==> src/rtl/mem_stage.sv <==
// Memory stage of the dual-issue pipeline: waits on the slot-0 dcache response,
// aligns/extends load data, forwards both slots to dispatch and registers them for wb.
module mem_stage #(
  parameter int DATA_W     = 32,
  parameter int REG_ADDR_W = 5
) (
  input  logic                  clk,
  input  logic                  rst,
  input  logic                  flush,
  input  logic                  pause,
  input  logic                  s0_valid,
  input  logic                  s0_reg_we,
  input  logic [REG_ADDR_W-1:0] s0_waddr,
  input  logic [DATA_W-1:0]     s0_wdata,
  input  logic                  s0_is_load,
  input  logic [2:0]            s0_load_type,
  input  logic [1:0]            s0_addr_lo,
  input  logic                  s1_valid,
  input  logic                  s1_reg_we,
  input  logic [REG_ADDR_W-1:0] s1_waddr,
  input  logic [DATA_W-1:0]     s1_wdata,
  input  logic                  dc_rvalid,
  input  logic [DATA_W-1:0]     dc_rdata,
  output logic                  pause_mem,
  output logic                  pf0_we,
  output logic [REG_ADDR_W-1:0] pf0_waddr,
  output logic [DATA_W-1:0]     pf0_wdata,
  output logic                  pf0_pending,
  output logic                  pf1_we,
  output logic [REG_ADDR_W-1:0] pf1_waddr,
  output logic [DATA_W-1:0]     pf1_wdata,
  output logic                  wb0_valid,
  output logic                  wb0_we,
  output logic [REG_ADDR_W-1:0] wb0_waddr,
  output logic [DATA_W-1:0]     wb0_wdata,
  output logic                  wb1_valid,
  output logic                  wb1_we,
  output logic [REG_ADDR_W-1:0] wb1_waddr,
  output logic [DATA_W-1:0]     wb1_wdata
);

  typedef enum logic [1:0] {
    ST_IDLE,
    ST_WAIT,
    ST_HOLD,
    ST_DRAIN
  } state_t;

  state_t                  r_state;
  state_t                  w_state_nxt;
  logic                    w_ld;
  logic                    w_ld_avail;
  logic                    w_pause_mem;
  logic                    w_buf_load;
  logic                    w_outstanding;
  logic [7:0]              w_byte;
  logic [15:0]             w_half;
  logic [DATA_W-1:0]       w_aligned;
  logic [DATA_W-1:0]       w_s0_result;
  logic [DATA_W-1:0]       r_ld_buf;
  logic                    r_wb0_valid;
  logic                    r_wb0_we;
  logic [REG_ADDR_W-1:0]   r_wb0_waddr;
  logic [DATA_W-1:0]       r_wb0_wdata;
  logic                    r_wb1_valid;
  logic                    r_wb1_we;
  logic [REG_ADDR_W-1:0]   r_wb1_waddr;
  logic [DATA_W-1:0]       r_wb1_wdata;

  assign w_ld = s0_valid & s0_is_load;

  // NOTE: every variable is assigned on every path through an always_comb, so no latch is inferred.
  always_comb begin
    w_byte    = dc_rdata[7:0];
    w_half    = s0_addr_lo[1] ? dc_rdata[31:16] : dc_rdata[15:0];
    w_aligned = dc_rdata;
    unique case (s0_addr_lo)
      2'd0:    w_byte = dc_rdata[7:0];
      2'd1:    w_byte = dc_rdata[15:8];
      2'd2:    w_byte = dc_rdata[23:16];
      default: w_byte = dc_rdata[31:24];
    endcase
    case (s0_load_type)
      3'b000:  w_aligned = {{(DATA_W-8){w_byte[7]}}, w_byte};
      3'b001:  w_aligned = {{(DATA_W-16){w_half[15]}}, w_half};
      3'b100:  w_aligned = {{(DATA_W-8){1'b0}}, w_byte};
      3'b101:  w_aligned = {{(DATA_W-16){1'b0}}, w_half};
      default: w_aligned = dc_rdata;
    endcase
  end

  always_comb begin
    w_state_nxt   = r_state;
    w_ld_avail    = 1'b0;
    w_pause_mem   = 1'b0;
    w_buf_load    = 1'b0;
    w_outstanding = 1'b0;
    unique case (r_state)
      ST_IDLE: begin
        if (w_ld) begin
          if (dc_rvalid) begin
            w_ld_avail = 1'b1;
            if (pause) begin
              w_buf_load  = 1'b1;
              w_state_nxt = ST_HOLD;
            end
          end else begin
            w_pause_mem   = 1'b1;
            w_outstanding = 1'b1;
            w_state_nxt   = ST_WAIT;
          end
        end
      end
      ST_WAIT: begin
        if (dc_rvalid) begin
          w_ld_avail  = 1'b1;
          w_buf_load  = pause;
          w_state_nxt = pause ? ST_HOLD : ST_IDLE;
        end else begin
          w_pause_mem   = 1'b1;
          w_outstanding = 1'b1;
        end
      end
      ST_HOLD: begin
        w_ld_avail = 1'b1;
        if (!pause) w_state_nxt = ST_IDLE;
      end
      ST_DRAIN: begin
        w_pause_mem = w_ld;
        if (dc_rvalid) w_state_nxt = ST_IDLE;
        else           w_outstanding = 1'b1;
      end
      default: w_state_nxt = ST_IDLE;
    endcase
    // A flush only needs to drain when a response is still owed by the dcache.
    if (flush) w_state_nxt = w_outstanding ? ST_DRAIN : ST_IDLE;
  end

  // NOTE: sequential state is written with non-blocking assignments so every flop samples pre-edge values.
  always_ff @(posedge clk) begin
    if (rst) r_state <= ST_IDLE;
    else     r_state <= w_state_nxt;
  end

  // NOTE: the load buffer is pure data qualified by r_state, so it carries no reset.
  always_ff @(posedge clk) begin
    if (w_buf_load) r_ld_buf <= w_aligned;
  end

  always_comb begin
    w_s0_result = s0_wdata;
    if (w_ld) w_s0_result = (r_state == ST_HOLD) ? r_ld_buf : w_aligned;
  end

  assign pause_mem   = w_pause_mem;
  assign pf0_we      = s0_valid & s0_reg_we;
  assign pf0_waddr   = s0_waddr;
  assign pf0_wdata   = w_s0_result;
  assign pf0_pending = w_ld & ~w_ld_avail;
  assign pf1_we      = s1_valid & s1_reg_we;
  assign pf1_waddr   = s1_waddr;
  assign pf1_wdata   = s1_wdata;

  // Both slots share one enable so slot 1 can never retire ahead of slot 0.
  always_ff @(posedge clk) begin
    if (rst || flush) begin
      r_wb0_valid <= 1'b0;
      r_wb0_we    <= 1'b0;
      r_wb0_waddr <= '0;
      r_wb0_wdata <= '0;
      r_wb1_valid <= 1'b0;
      r_wb1_we    <= 1'b0;
      r_wb1_waddr <= '0;
      r_wb1_wdata <= '0;
    end else if (w_pause_mem) begin
      r_wb0_valid <= 1'b0;
      r_wb0_we    <= 1'b0;
      r_wb1_valid <= 1'b0;
      r_wb1_we    <= 1'b0;
    end else if (!pause) begin
      r_wb0_valid <= s0_valid;
      r_wb0_we    <= s0_valid & s0_reg_we;
      r_wb0_waddr <= s0_waddr;
      r_wb0_wdata <= w_s0_result;
      r_wb1_valid <= s1_valid;
      r_wb1_we    <= s1_valid & s1_reg_we;
      r_wb1_waddr <= s1_waddr;
      r_wb1_wdata <= s1_wdata;
    end
  end

  assign wb0_valid = r_wb0_valid;
  assign wb0_we    = r_wb0_we;
  assign wb0_waddr = r_wb0_waddr;
  assign wb0_wdata = r_wb0_wdata;
  assign wb1_valid = r_wb1_valid;
  assign wb1_we    = r_wb1_we;
  assign wb1_waddr = r_wb1_waddr;
  assign wb1_wdata = r_wb1_wdata;

endmodule

==> config.mk <==
export PLATFORM = sky130hd
export DESIGN_NAME = mem_stage
export DESIGN_NICKNAME = d
export VERILOG_FILES = /design/src/rtl/mem_stage.sv
export SDC_FILE = /design/constraint.sdc
export NUM_CORES = 1
export LEC_CHECK = 0
export CAP_MARGIN = 20
export CORE_MARGIN = 2
export CORE_UTILIZATION = 30
export CTS_CLUSTER_SIZE = 30
export DETAILED_ROUTE_END_ITERATION = 6
export GPL_ROUTABILITY_DRIVEN = 0
export SLEW_MARGIN = 20
export SYNTH_ARGS = -nofsm -noshare
export SYNTH_HDL_FRONTEND = slang
export SYNTH_SLANG_ARGS = --single-unit
==> constraint.sdc <==
create_clock -name clk -period 7.1 [get_ports clk]
set_clock_uncertainty 0.1 [all_clocks]
set_input_delay 1.42 -clock clk [delete_from_list [all_inputs] [get_ports clk]]
set_output_delay 1.42 -clock clk [all_outputs]
set_load 0.005 [all_outputs]
# Word level (Yosys, flattened, before mapping)
# Index checks and enable logic that the tools add are counted.
[word_totals]
out_inout_bits = 156
inputBits = 121
word_cells = 65
register_bits = 112
[classes]
n_mux = 27
reduce_logical = 8
bitwise_logic = 7
eq_ne = 13
[op_table]
columns = ["op", "n"]
rows = [
  ["$pmux 32 s4", 1],
  ["$mux 32", 2],
  ["$pmux 8 s3", 1],
  ["$mux 2", 9],
  ["$mux 16", 1],
  ["$ne 3x3->1 const B", 4],
  ["$mux 1", 8],
  ["$pmux 2 s4", 1],
  ["$eq 2x2->1 const B", 3],
  ["$eq 3x3->1 const B", 2],
  ["$pmux 1 s3", 2],
  ["$reduce_and 5->1", 1],
  ["$and 1x1->1", 4],
  ["$eq 2x1->1 const B", 2],
  ["$logic_not 2->1", 2],
  ["$ne 4x4->1 const B", 1],
  ["$pmux 1 s2", 2],
  ["$reduce_or 2->1", 2],
  ["$eq 3x1->1 const B", 1],
  ["$logic_not 3->1", 1],
  ["$not 1->1", 3],
  ["$reduce_and 2->1", 1],
  ["$logic_or 1x1->1", 1],
]

# Depth between registers and ports, before layout
# Gate-level depths: netlist (run 1).
[logic_depth]
word_depth = 5
ltp_mapped = 8
depth_no_buf = 5

# Least setup slack after synthesis (run 1)
# Ideal clock, no wire load.
[synth_timing]
kind = "in2out"
start = "input port s0_addr_lo[0]"
end = "output port pf0_wdata[21]"
arrival_ns = 2.588
cell_stages = 7
n_path_buf = 2
required_ns = 5.580
setup_slack_ns = 2.992
path_cell_list = "mux2_2 > a32oi_1 > inv_2 > a31oi_2 > buf_6 > buf_6 > a21oi_1"
[synth_via]
elab_chain_len = 5
word_cells_on_any_way = 7
cone_classes = "eq/ne: 2; mux: 4; reduce/logical: 1"
[synth_rtl]
columns = ["item", "line", "source"]
rows = [
  ["start, declared", "17", "input logic [1:0] s0_addr_lo,"],
  ["$eq 2x2->1 (tied with other cells)", "77", "unique case (s0_addr_lo)"],
  ["$pmux 8 s3 *", "77", ""],
  ["$pmux 32 s4 *", "83", "case (s0_load_type)"],
  ["$mux 32 * (2 in a row)", "152", "if (w_ld) w_s0_result = (r_state == ST_HOLD) ? r_ld_buf : w_aligned;"],
  ["end, declared", "27", "output logic [DATA_W-1:0] pf0_wdata,"],
]
# Mark *: on every way between the ends. The rest lies on a longest branch, timed or not.

# Worst setup path in the final report (run 1)
[layout_timing]
start = "input port s0_addr_lo[1]"
end = "output port pf0_wdata[24]"
[layout_via]
elab_chain_len = 5
word_cells_on_any_way = 8
cone_classes = "eq/ne: 2; mux: 5; reduce/logical: 1"
[layout_rtl]
columns = ["item", "line"]
rows = [
  ["$eq 2x2->1 (tied with other cells)", "77"],
  ["$pmux 8 s3", "77"],
  ["$pmux 32 s4 *", "83"],
  ["$mux 32 * (2 in a row)", "152"],
]
# Marks and branches as above.

==> flow_summary.ini, run 1 <==
[floorplanning]
core-area_mm2 = 0.0188
die_h_um = 143
num_rows = 50
ios = 277
dieArea_mm2 = 0.0205
start_util = 0.309
fp.dieW_um = 143

[critical_path]
r2r_cells = 5
cp-end-kind = output pin
worst_r2r_endpoint = wb0_wdata[21]$_SDFFE_PP0P_
startpoint = s0_addr_lo[1]
cp.arrival_ns = 4.16
path_max_fanout = 25
startpoint_type = input port
r2r-start = r_state[0]$_SDFFE_PP0P_
cp_top_family = buffers and inverters
reg2reg_slack_ns = 4.75
critPathKind = in2out
cp_slowest_cell = clkdlybuf4s50_1
cp.depth = 7
path_buf_inv = 3
endpoint = pf0_wdata[24]
crit_path_cell_trace = clkdlybuf4s50_1, nor2_1, a32oi_1, inv_2, a31oi_4, a21oi_1, clkdlybuf4s50_1
cpPeakStageDelay_ns = 0.85
cpMostUsedCell = clkdlybuf4s50_1
required_ns = 5.58

[sta]
timing.final.crit_share = 0.799
period_minus_slack_ns = 5.68
setup_viol = 0
setup_tns_ns = 0
drv_slew = 0
timing.hold.ws_ns = 0.353
tightest_slew_ns = 1.06
finalHoldViolations = 0
timing.fmax_ghz = 0.176
relSlewSlack = 0.293
rsz0062_at_grt = false

[cts]
clock-sinks = 112
post_cts_buffers = 0
cts_root_buffer = clkbuf_16
post_cts_resized = 0
max-clock-path-buffers = 2
cts_buffers = 9
cts_tree = done
htreeDepth = 3
clk_latency_ns = 0.34
holdBufCountCts = 0
clk_pin_slew_ns = 0.07

[global_routing]
gr-usage-met2 = 0.331
grt_util_met3 = 0.0547
grtUsageMet1 = 0.240
grt_max_degree = 58
grt_usage = 0.192
grt_pass1_wl_um = 30600
grt_overflow = 0
antenna_found_initial = 1
busiest_layer = met2
grt_pass1_vias = 5445

[power]
p_per_area_mw_per_mm2 = 184
p_leak_nw = 3.21
ir_worst_vdd_v = 0.000105
finalPower_mw = 1.59

[placed_design]
port_buffers = 276
dpl.hpwl_um = 15200

[yosys]
yosys.area_share.adder = 0
muxShareOfSynthArea = 0.0254
synthXorXnorAreaFrac = 0
synth_compound_area_frac = 0.240
synth.most_common_cell = nand2_1
synth-simple-area-share = 0.184
syn-instance-count = 689
ys_ff_latch = 112
netlist_area_mm2 = 0.00581
syn-num-nets = 810
synth_flop_cell = dfxtp_1
synth_top_cell_by_area = dfxtp_1
synth_area_per_cell_um2 = 8.44
yosysSeqAreaShare = 0.441
synth_edf_count = 32
yosys-top-cells-count = nand2_1, a21oi_1, dfxtp_1, buf_4, edfxtp_1
synth_top_area_frac = 0.275
synth_cell_type_count = 47
yosysWarnings = 0
async_flop_share = 0
synth_top_family_by_area = compound AO/OA/AOI/OAI gates
synth_area_leaders = dfxtp_1, edfxtp_1, nand2_1

[layout]
fin_nets = 1010
antennaDiodeCount = 0
areaGrowthSynthToFinish_pct = 49.3
fillers = 1877
drive_gt1_frac = 0.0570
postLayoutCoreUtil = 0.461

[routing]
drt_iter0_markers = 337
ant_nets = 0
drc = 0
routed_via_density = 4.94
wl_per_cell_um = 17.7
vias = 5696
wl_um = 20500
drt_first_pass_iters = 5

[status]
status = finished clean

[min_path]
min_path_type = reg2reg

[run]
max-cap-violations = 0
[worst register-to-register path, stage by stage (launching register included)]
cell      delay, ns
dfxtp_1        0.43
a21oi_2        0.34
o211a_4        0.42
buf_4          0.56
o21ai_1        0.16
a311oi_1       0.26
[layer usage]
layer  part of all wire  routed length (um)  up-vias
met5                  0                   0        -
met4              0.010                 205        0
met2               0.47                9690      242
met3              0.085                1750       15
met1               0.43                8830     2627
li1                   -                   -     2812
[where the power goes]
group          leakage, nW  total, mW  internal (mW)  switching, mW
sequential           0.946      0.695          0.683         0.0122
clock                0.148      0.517          0.266          0.250
combinational         2.12      0.382          0.205          0.178
[cells in the final DEF (no fill, tap or decap), types with 2 or more instances in the layout]
master           instances
clkdlybuf4s50_1        276
nand2_1                178
a21oi_1                 97
dfxtp_1                 80
edfxtp_1                32
nor2_1                  19
o21ai_1                 18
o22ai_1                 16
a221o_1                 16
o21ai_0                 15
mux2i_1                 11
a311oi_1                11
nor2b_1                 10
nor3_1                  10
or2_2                   10
clkbuf_16               10
buf_4                   10
a31oi_1                  9
nand3b_1                 8
a22o_1                   8
o221ai_1                 8
a311oi_2                 5
and2_1                   4
inv_6                    3
mux2_2                   2
nand2b_1                 2
inv_1                    2
a21o_1                   2
[sequential cells by signal (all words and copies together), names as in the netlist]
register,flops
wb0_wdata,32
wb1_valid,1
r_ld_buf,32
r_state,2
wb0_we,1
wb1_wdata,32
wb0_waddr,5
wb1_we,1
wb0_valid,1
wb1_waddr,5
[cells by family (layout without fill, tap and decap cells)]
logic type | Yosys count | in the layout
simple gates | 248 | 248
compound gates | 215 | 215
flops | 112 | 112
buf+inv | 100 | 305
mux | 14 | 14
[per-stage QoR]
stage | setup WS [ns] | instances | cell area (um^2)
after floorplan | 2.99 | 689 | 5810
after global placement | 1.51 | 1138 | 8380
after detailed placement | 1.47 | 1138 | 8380
after CTS | 1.45 | 1154 | 8680
after global routing | 1.15 | 1154 | 8680
final | 1.42 | 1154 | 8680
[worst min path at each step]
stage	startpoint	to	slack (ns)	cells past startpoint
after global routing	wb1_wdata[19]$_SDFFE_PP0P_	wb1_wdata[19]$_SDFFE_PP0P_	0.37	2
after floorplan	wb0_waddr[0]$_SDFFE_PP0P_	wb0_waddr[0]$_SDFFE_PP0P_	0.35	2
after CTS	wb1_wdata[19]$_SDFFE_PP0P_	wb1_wdata[19]$_SDFFE_PP0P_	0.36	2
after global placement	wb1_waddr[0]$_SDFFE_PP0P_	wb1_waddr[0]$_SDFFE_PP0P_	0.34	2
after detailed placement	wb1_wdata[25]$_SDFFE_PP0P_	wb1_wdata[25]$_SDFFE_PP0P_	0.35	2
final	wb1_wdata[19]$_SDFFE_PP0P_	wb1_wdata[19]$_SDFFE_PP0P_	0.35	2
[cell type report]
type / instances / area [um^2] / area share
Inverter: 3 / 11.3 / 0.00130
Clock buffer: 11 / 254 / 0.0293
Timing Repair Buffer: 286 / 2840 / 0.327
Sequential cell: 112 / 2560 / 0.295
Clock inverter: 5 / 42.5 / 0.00490
Tap cell: 260 / 325 / 0.0375
Multi-Input combinational cell: 477 / 2650 / 0.305
No activity file was read; power rests on OpenSTA's default activity.
==> run 2, diff against run 1 <==
clock period = 4.9 ns   (was 7.1 ns; I/O delays follow)
==> run 2 against run 1 <==
Against the previous run: register-to-register slack got worse by 2.1 ns; via count is 0.18% lower; critical endpoint is now pf0_wdata[4]; wire length increased by 0.21%; non-clock buffer count increased by 5.
==> flow_summary.ini, run 2 (same netlist as run 1, synthesis figures left out) <==
[cts]
clk_latency_ns = 0.35
max-clock-path-buffers = 2
cts_tree = done
holdBufCountCts = 0
cts_root_buffer = clkbuf_16
post_cts_buffers = 0
cts_buffers = 9
htreeDepth = 3
clock-sinks = 112
clk_pin_slew_ns = 0.07
post_cts_resized = 0

[global_routing]
antenna_found_initial = 1
grt_overflow = 0
grt_max_degree = 49
grt_pass1_wl_um = 30800
grt_usage = 0.194
grt_pass1_vias = 5465

[layout]
postLayoutCoreUtil = 0.464
drive_gt1_frac = 0.0623
fin_nets = 1015
multi_input_area_mm2 = 0.00265
final_cell_mix = clkdlybuf4s50_1, nand2_1, a21oi_1
areaGrowthSynthToFinish_pct = 50.2
seqCellArea_mm2 = 0.00256
fillers = 1890
antennaDiodeCount = 0
final_cell_count_no_fill = 1159
final_common_cell = clkdlybuf4s50_1

[critical_path]
path_buf_inv = 2
cp_top_family = buffers and inverters
cp-end-kind = output pin
critPathKind = in2out
crit_path_cell_trace = clkdlybuf4s50_1, nand2b_1, and2_1, a221o_1, nand2_1, a21oi_1, clkdlybuf4s50_1
path_max_fanout = 9
required_ns = 3.82
cpPeakStageDelay_ns = 0.64
cpMostUsedCell = clkdlybuf4s50_1
cp_slowest_cell = clkdlybuf4s50_1
cp.arrival_ns = 3.34
startpoint_type = input port

[status]
status = finished clean

[sta]
tightest_slew_ns = 1.03
layout_setup_ws_ns = 0.478
timing.final.crit_share = 0.902
timing.fmax_ghz = 0.226
rsz0062_at_grt = false
period_minus_slack_ns = 4.42
relSlewSlack = 0.311
setup_tns_ns = 0
setup_viol = 0
timing.hold.ws_ns = 0.355
finalHoldViolations = 0
drv_slew = 0

[power]
p_per_area_mw_per_mm2 = 264
p_leak_nw = 3.24
ir_worst_vdd_v = 0.000156

[routing]
wl_per_cell_um = 17.7
drc = 0
vias = 5686
routed_via_density = 4.91
drt_iter0_markers = 275
wl_um = 20500
ant_nets = 0
drt_first_pass_iters = 4

[floorplanning]
num_rows = 50
core-area_mm2 = 0.0188
dieArea_mm2 = 0.0205
fp.dieW_um = 143
start_util = 0.309
die_h_um = 143
ios = 277

[min_path]
min_path_type = reg2reg

[placed_design]
dpl.hpwl_um = 15200
preCtsSetupSlack_ns = 0.484
dp.cells = 1143
port_buffers = 276

[run]
max-cap-violations = 0
[run 2: changes by cell type in the layout (fill, tap and decap cells not counted)]
cell | previous run | this run
clkinv_4 | 0 | 2
buf_4 | 10 | 13
inv_6 | 3 | 1
inv_4 | 0 | 1
buf_12 | 0 | 2
inv_8 | 1 | 0
[run 2: path summary, 6_finish.rpt]
kind | startpoint | end | slack, ns | depth (start not counted)
setup / recovery | s0_load_type[0] | pf0_wdata[4] | 0.48 | 7
hold / removal | wb1_wdata[24]$_SDFFE_PP0P_ | wb1_wdata[24]$_SDFFE_PP0P_ | 0.36 | 2
setup reg to reg | r_state[0]$_SDFFE_PP0P_ | wb0_wdata[11]$_SDFFE_PP0P_ | 2.70 | 5
hold reg to reg | wb1_wdata[24]$_SDFFE_PP0P_ | wb1_wdata[24]$_SDFFE_PP0P_ | 0.36 | 2
[run 2: tightest hold or removal path, cell delays in order (launching register included)]
cell     delay (ns)
dfxtp_1        0.31
nand2_1        0.05
a21oi_1        0.05
[run 2: layout make-up]
| type | instances | area share |
|---|---|---|
| Clock buffer | 11 | 0.0291 |
| Clock inverter | 5 | 0.00430 |
| Inverter | 3 | 0.00129 |
| Multi-Input combinational cell | 477 | 0.303 |
| Sequential cell | 112 | 0.293 |
| Tap cell | 260 | 0.0372 |
| Timing Repair Buffer | 291 | 0.332 |
[run 2: where the power goes]
part	total, mW	internal, mW	switching (mW)
Combinational	0.561	0.302	0.259
Clock	0.742	0.381	0.361
Sequential	1.01	0.989	0.0169
[run 2: metrics by stage]
step | total power, mW | area (um^2)
finish | 2.31 | 8740
global route | 2.42 | 8740
CTS | 2.34 | 8740
detailed placement | 1.59 | 8440
global placement | 1.59 | 8440
floorplan | 1.29 | 5810
[run 2: layer usage]
metal	up-vias	wire length, um	global-route usage
li1	2820	-	-
met1	2626	8810	0.247
met2	227	9760	0.327
met3	13	1760	0.0537
met4	0	185	0.0444
met5	-	0	0
